## config.mk

```make
export PLATFORM = sky130hd
export DESIGN_NAME = data_mem_bridge
export DESIGN_NICKNAME = d
export VERILOG_FILES = /design/src/rtl/data_mem_bridge.sv
export SDC_FILE = /design/constraint.sdc
export NUM_CORES = 1
export LEC_CHECK = 0
export ABC_AREA = 1
export BUFFER_PORTS_ARGS = -buffer_cell sky130_fd_sc_hd__buf_2
export CELL_PAD_IN_SITES_DETAIL_PLACEMENT = 2
export CELL_PAD_IN_SITES_GLOBAL_PLACEMENT = 2
export CORE_MARGIN = 5
export CORE_UTILIZATION = 28
export DETAILED_ROUTE_END_ITERATION = 6
export PLACE_DENSITY = 0.91
export SLEW_MARGIN = 20
export SYNTH_ARGS = -nofsm -noshare
export SYNTH_HDL_FRONTEND = slang
export SYNTH_SLANG_ARGS = --single-unit
```

## constraint.sdc

```tcl
create_clock -name clk -period 4.65 [get_ports clk]
set_input_delay 0.465 -clock clk [delete_from_list [all_inputs] [get_ports clk]]
set_output_delay 0.465 -clock clk [all_outputs]
set_load 0.01 [all_outputs]
```

## src/rtl/data_mem_bridge.sv

```systemverilog
// Data-memory bridge: turns the core's combinational load/store request into a valid/ready
// bus request plus read-response channel, stalling the core until the access completes.
// Optional DATA_MEM_BRIDGE_ALIGN_CHECK_EN: misaligned accesses complete locally and set misaligned_err.
module data_mem_bridge #(
   parameter int                ADDR_W    = 32,
   parameter int                DATA_W    = 32,
   parameter int                TIMEOUT   = 255,
   parameter logic [DATA_W-1:0] ERR_RDATA = 32'hDEAD_BEEF
) (
   input  logic              clk,
   input  logic              reset,
   input  logic [ADDR_W-1:0] data_addr,
   input  logic              should_read_mem,
   input  logic              should_write_mem,
   input  logic [DATA_W-1:0] mem_write_data,
   output logic [DATA_W-1:0] mem_read_data,
   output logic              core_stall,
   output logic              bus_valid,
   input  logic              bus_ready,
   output logic              bus_write,
   output logic [ADDR_W-1:0] bus_addr,
   output logic [DATA_W-1:0] bus_wdata,
   input  logic              bus_rvalid,
   input  logic [DATA_W-1:0] bus_rdata,
`ifdef DATA_MEM_BRIDGE_ALIGN_CHECK_EN
   output logic              misaligned_err,
`endif
   output logic              timeout_err
);

   localparam int CW = $clog2(TIMEOUT + 1);

   typedef enum logic [1:0] {
      ST_IDLE = 2'd0,
      ST_REQ  = 2'd1,
      ST_WAIT = 2'd2,
      ST_DONE = 2'd3
   } state_t;

   state_t        state_r;
   state_t        next_state_s;
   logic [CW-1:0] cnt_r;
   logic          req_s;
   logic          mis_s;
   logic          mis_load_s;
   logic          tmo_s;
   logic          force_tmo_s;
   logic          start_s;

   // Next-state decode, timeout detection and the combinational core stall.
   always_comb begin
      req_s = should_read_mem | should_write_mem;
`ifdef DATA_MEM_BRIDGE_ALIGN_CHECK_EN
      mis_s = req_s & (data_addr[1:0] != 2'b00);
`else
      mis_s = 1'b0;
`endif
      tmo_s        = (cnt_r >= CW'(TIMEOUT - 1));
      start_s      = 1'b0;
      force_tmo_s  = 1'b0;
      mis_load_s   = 1'b0;
      next_state_s = state_r;
      case (state_r)
         ST_IDLE: begin
            if (mis_s) begin
               next_state_s = ST_DONE;
               mis_load_s   = ~should_write_mem;
            end else if (req_s) begin
               next_state_s = ST_REQ;
               start_s      = 1'b1;
            end else begin
               next_state_s = ST_IDLE;
            end
         end
         ST_REQ: begin
            // A read accepted on the last allowed cycle can no longer get its data in time.
            if (bus_ready && bus_write) begin
               next_state_s = ST_DONE;
            end else if (tmo_s) begin
               next_state_s = ST_DONE;
               force_tmo_s  = 1'b1;
            end else if (bus_ready) begin
               next_state_s = ST_WAIT;
            end else begin
               next_state_s = ST_REQ;
            end
         end
         ST_WAIT: begin
            if (bus_rvalid) begin
               next_state_s = ST_DONE;
            end else if (tmo_s) begin
               next_state_s = ST_DONE;
               force_tmo_s  = 1'b1;
            end else begin
               next_state_s = ST_WAIT;
            end
         end
         ST_DONE: next_state_s = ST_IDLE;
         default: next_state_s = ST_IDLE;
      endcase
      core_stall = ((state_r == ST_IDLE) & req_s) | (state_r == ST_REQ) | (state_r == ST_WAIT);
   end

   // State, bus request registers, timeout counter and load result.
   always_ff @(posedge clk or negedge reset) begin
      if (!reset) begin
         state_r       <= ST_IDLE;
         bus_valid     <= 1'b0;
         bus_write     <= 1'b0;
         bus_addr      <= '0;
         bus_wdata     <= '0;
         mem_read_data <= '0;
         cnt_r         <= '0;
         timeout_err   <= 1'b0;
      end else begin
         state_r   <= next_state_s;
         bus_valid <= (next_state_s == ST_REQ);
         if (start_s) begin
            bus_addr  <= data_addr;
            bus_wdata <= mem_write_data;
            bus_write <= should_write_mem;
            cnt_r     <= '0;
         end else if ((state_r == ST_REQ) || (state_r == ST_WAIT)) begin
            cnt_r <= cnt_r + CW'(1);
         end
         if ((state_r == ST_WAIT) && bus_rvalid) begin
            mem_read_data <= bus_rdata;
         end else if (force_tmo_s && !bus_write) begin
            mem_read_data <= ERR_RDATA;
         end else if (mis_load_s) begin
            mem_read_data <= '0;
         end
         if (force_tmo_s) begin
            timeout_err <= 1'b1;
         end
      end
   end

`ifdef DATA_MEM_BRIDGE_ALIGN_CHECK_EN
   // Sticky flag for accesses rejected by the alignment check.
   always_ff @(posedge clk or negedge reset) begin
      if (!reset) begin
         misaligned_err <= 1'b0;
      end else if ((state_r == ST_IDLE) && mis_s) begin
         misaligned_err <= 1'b1;
      end
   end
`endif

endmodule

```

==> flow_summary.ini <==
[setup_path]
crit_fanout = 73
crit_required_ns = 4.18
path_class = flip-flop to primary output
end_kind = primary output
worstSetupStartpointType = flip-flop
crit_arrival_ns = 2.11

[routing]
vias = 4244
dr.pass1.iters = 4
postRouteAntennaNets = 0
route.detailed.drc = 0
wire_per_inst_microns = 15.7
first_iter_violations = 128
wl_microns = 15100
vias_per_cell = 4.42

[placement]
pre_cts_slack_ns = 2.29
placed_area_sq_um = 5820
place_hpwl_microns = 11100
portBuffers = 201
place_congestion = 0.741

[global_routing]
grtUsageTotal_pct = 15.9
grt_overflow = 0
grt_max_degree = 74
antenna_found_initial = 1
grt_first_pass_wirelength_microns = 24800
grt_pass1_vias = 4775

[pwr]
seq_power_share_pct = 39.5
power.internal_w = 0.00249
powerDensity_nw_per_um2 = 672
leakage_nw = 3.50
power_switching_w = 0.00165
power.total_w = 0.00413
netSwitchingFraction_pct = 39.9
combinationalPowerShare_pct = 39.7
clkPwrFrac_pct = 20.8
ir_drop_mv = 0.221

[job]
drv_cap = 0

[clocking]
h-tree-depth = 3
clockBufferDepth = 2
cts_tree = done
post_cts.repair.setup_buffers = 0
clk_latency_ns = 0.35
cts.sinks = 109
root_buffer = clkbuf_16
cts_hold_buf = 0
clk_pin_slew_worst_paths_ns = 0.07
post_cts_resized = 0
numCtsBuffers = 9

[final_layout]
area_growth_pct = 32.9
final_area_sq_um = 6150
drive_above_1_share_pct = 34.3
n_antenna_cell = 0
nNetsFinal = 844

[floorplanning]
die_h_microns = 139
start_util_pct = 28.2
row_count = 47
coreArea_sq_um = 16400
ios = 202
chipWidth_microns = 139
dieArea_sq_um = 19200

[timing]
report.final.hold_viol_count = 0
slew_headroom_pct = 36.6
finalMaxSlewViolations = 0
fin_crit_sh_pct = 55.3
setup_viol = 0
max_clock_freq_mhz = 389
fin_ws_ns = 2.08
rsz0062_at_grt = false
finalCriticalPeriod_ns = 2.57
fin_skew_ns = 0.00688
tns_ns = 0
worst_pin_slew_ns = 0.951

[logic_synthesis]
synth.distinct_cells = 27
netlist_area_sq_um = 4630
synthFlopType = dfrtp_1
avgSynthCellArea_sq_um = 8.47
synth_seq_cells = 109
syn_inst = 546
synth.area.top_cells = dfrtp_1, nand2_1, nand3_1
synth.top_cells.by_count = nand2_1, dfrtp_1, nand3_1
synth_edf_count = 0
yosysTopAreaCellShare_pct = 59.0
ys_seq_area_share_pct = 59.0
ys_async_sr_fraction_pct = 100
yosys.cell_count.top_type = nand2_1
yosys_warnings = 0
yosys.area.top_type = dfrtp_1
synth_fp_nets = 654

[outcome]
status = complete, no violations

[worst_hold_path]
hold_path_class = input pin to asynchronous set/reset pin
## sequential cells by signal, summed over array words and instances (netlist names)
signal	cells
timeout_err	1
mem_read_data	32
bus_write	1
cnt_r	8
state_r	2
bus_wdata	32
bus_valid	1
bus_addr	32
## cell families (layout without fill, tap and decap cells)
family / after synthesis / count (layout) / share of synthesized area, %
fa+ha+maj: 6 / 6 / 1.62
compound gates: 13 / 13 / 1.68
buf+inv: 52 / 247 / 4.84
flops: 109 / 109 / 59.0
simple gates: 366 / 366 / 32.9
## path summary, 6_finish.rpt
| kind | cells past startpoint | startpoint | to | slack [ns] |
|---|---|---|---|---|
| max | 6 | state_r[0]$_DFF_PN0_ | core_stall | 2.08 |
| min | 1 | reset | mem_read_data[9]$_DFFE_PN0P_ | 0.25 |
| max reg2reg | 9 | state_r[0]$_DFF_PN0_ | bus_valid$_DFF_PN0_ | 2.29 |
| min reg2reg | 1 | timeout_err$_DFFE_PN0P_ | timeout_err$_DFFE_PN0P_ | 0.45 |
| min in group clk | 3 | data_addr[1] | bus_addr[1]$_DFFE_PN0P_ | 0.31 |
| max in group asynchronous | 2 | reset | bus_addr[26]$_DFFE_PN0P_ | 3.34 |
## worst max-delay path, cell delays in order (launching register included)
cell     delay [ns]
dfrtp_1        0.38
inv_1          0.11
ha_1           0.23
nand2_2        0.09
buf_4          0.59
nand3_1        0.15
buf_2          0.19
## layout make-up
| class | count | area, sq um |
|---|---|---|
| multi-input cells | 385 | 1680 |
| inverters | 26 | 97.6 |
| flip-flops and latches | 109 | 2730 |
| repair buffers | 205 | 1040 |
| clock inverters | 6 | 93.8 |
| well taps | 220 | 275 |
| clock buffers | 10 | 239 |
| fillers | 1896 | 10300 |
## cells in the final DEF, fill, tap and decap left out, types with 5 or more instances in the layout
master     netlist  layout
nand2_1        286     285
ha_1             6       6
dfrtp_1        109     109
clkbuf_16        0       9
buf_4            0       5
or2_2           24      24
inv_1           23      22
nor2_1          11      11
nand3_1         36      36
buf_2           11     200
## metal layers
layer  part of all wire, %  track usage (%)
met2                    50             27.1
met4                   1.5             4.94
met5                 0.086                0
met3                   6.8             4.52
met1                    42             19.4
## power by group through the flow
stage / Clock [W] / Combinational (W) / Sequential [W]
2_1_floorplan: 0 / 0.000709 / 0.00183
3_3_place_gp: 0 / 0.00160 / 0.00163
3_5_place_dp: 0 / 0.00169 / 0.00165
4_1_cts: 0.000895 / 0.00169 / 0.00164
5_1_grt: 0.000935 / 0.00185 / 0.00170
6_report: 0.000859 / 0.00164 / 0.00163
## metrics by stage
stage / std cells / util [%] / hold WS (ns)
CTS: 961 / 37.5 / 0.288
finish: 961 / 37.5 / 0.255
detailed placement: 945 / 35.4 / 0.444
floorplan: 546 / - / 0.169
global placement: 945 / 35.4 / 0.440
global route: 961 / 37.5 / 0.299
Note: power is estimated with default switching activity, not from simulation.
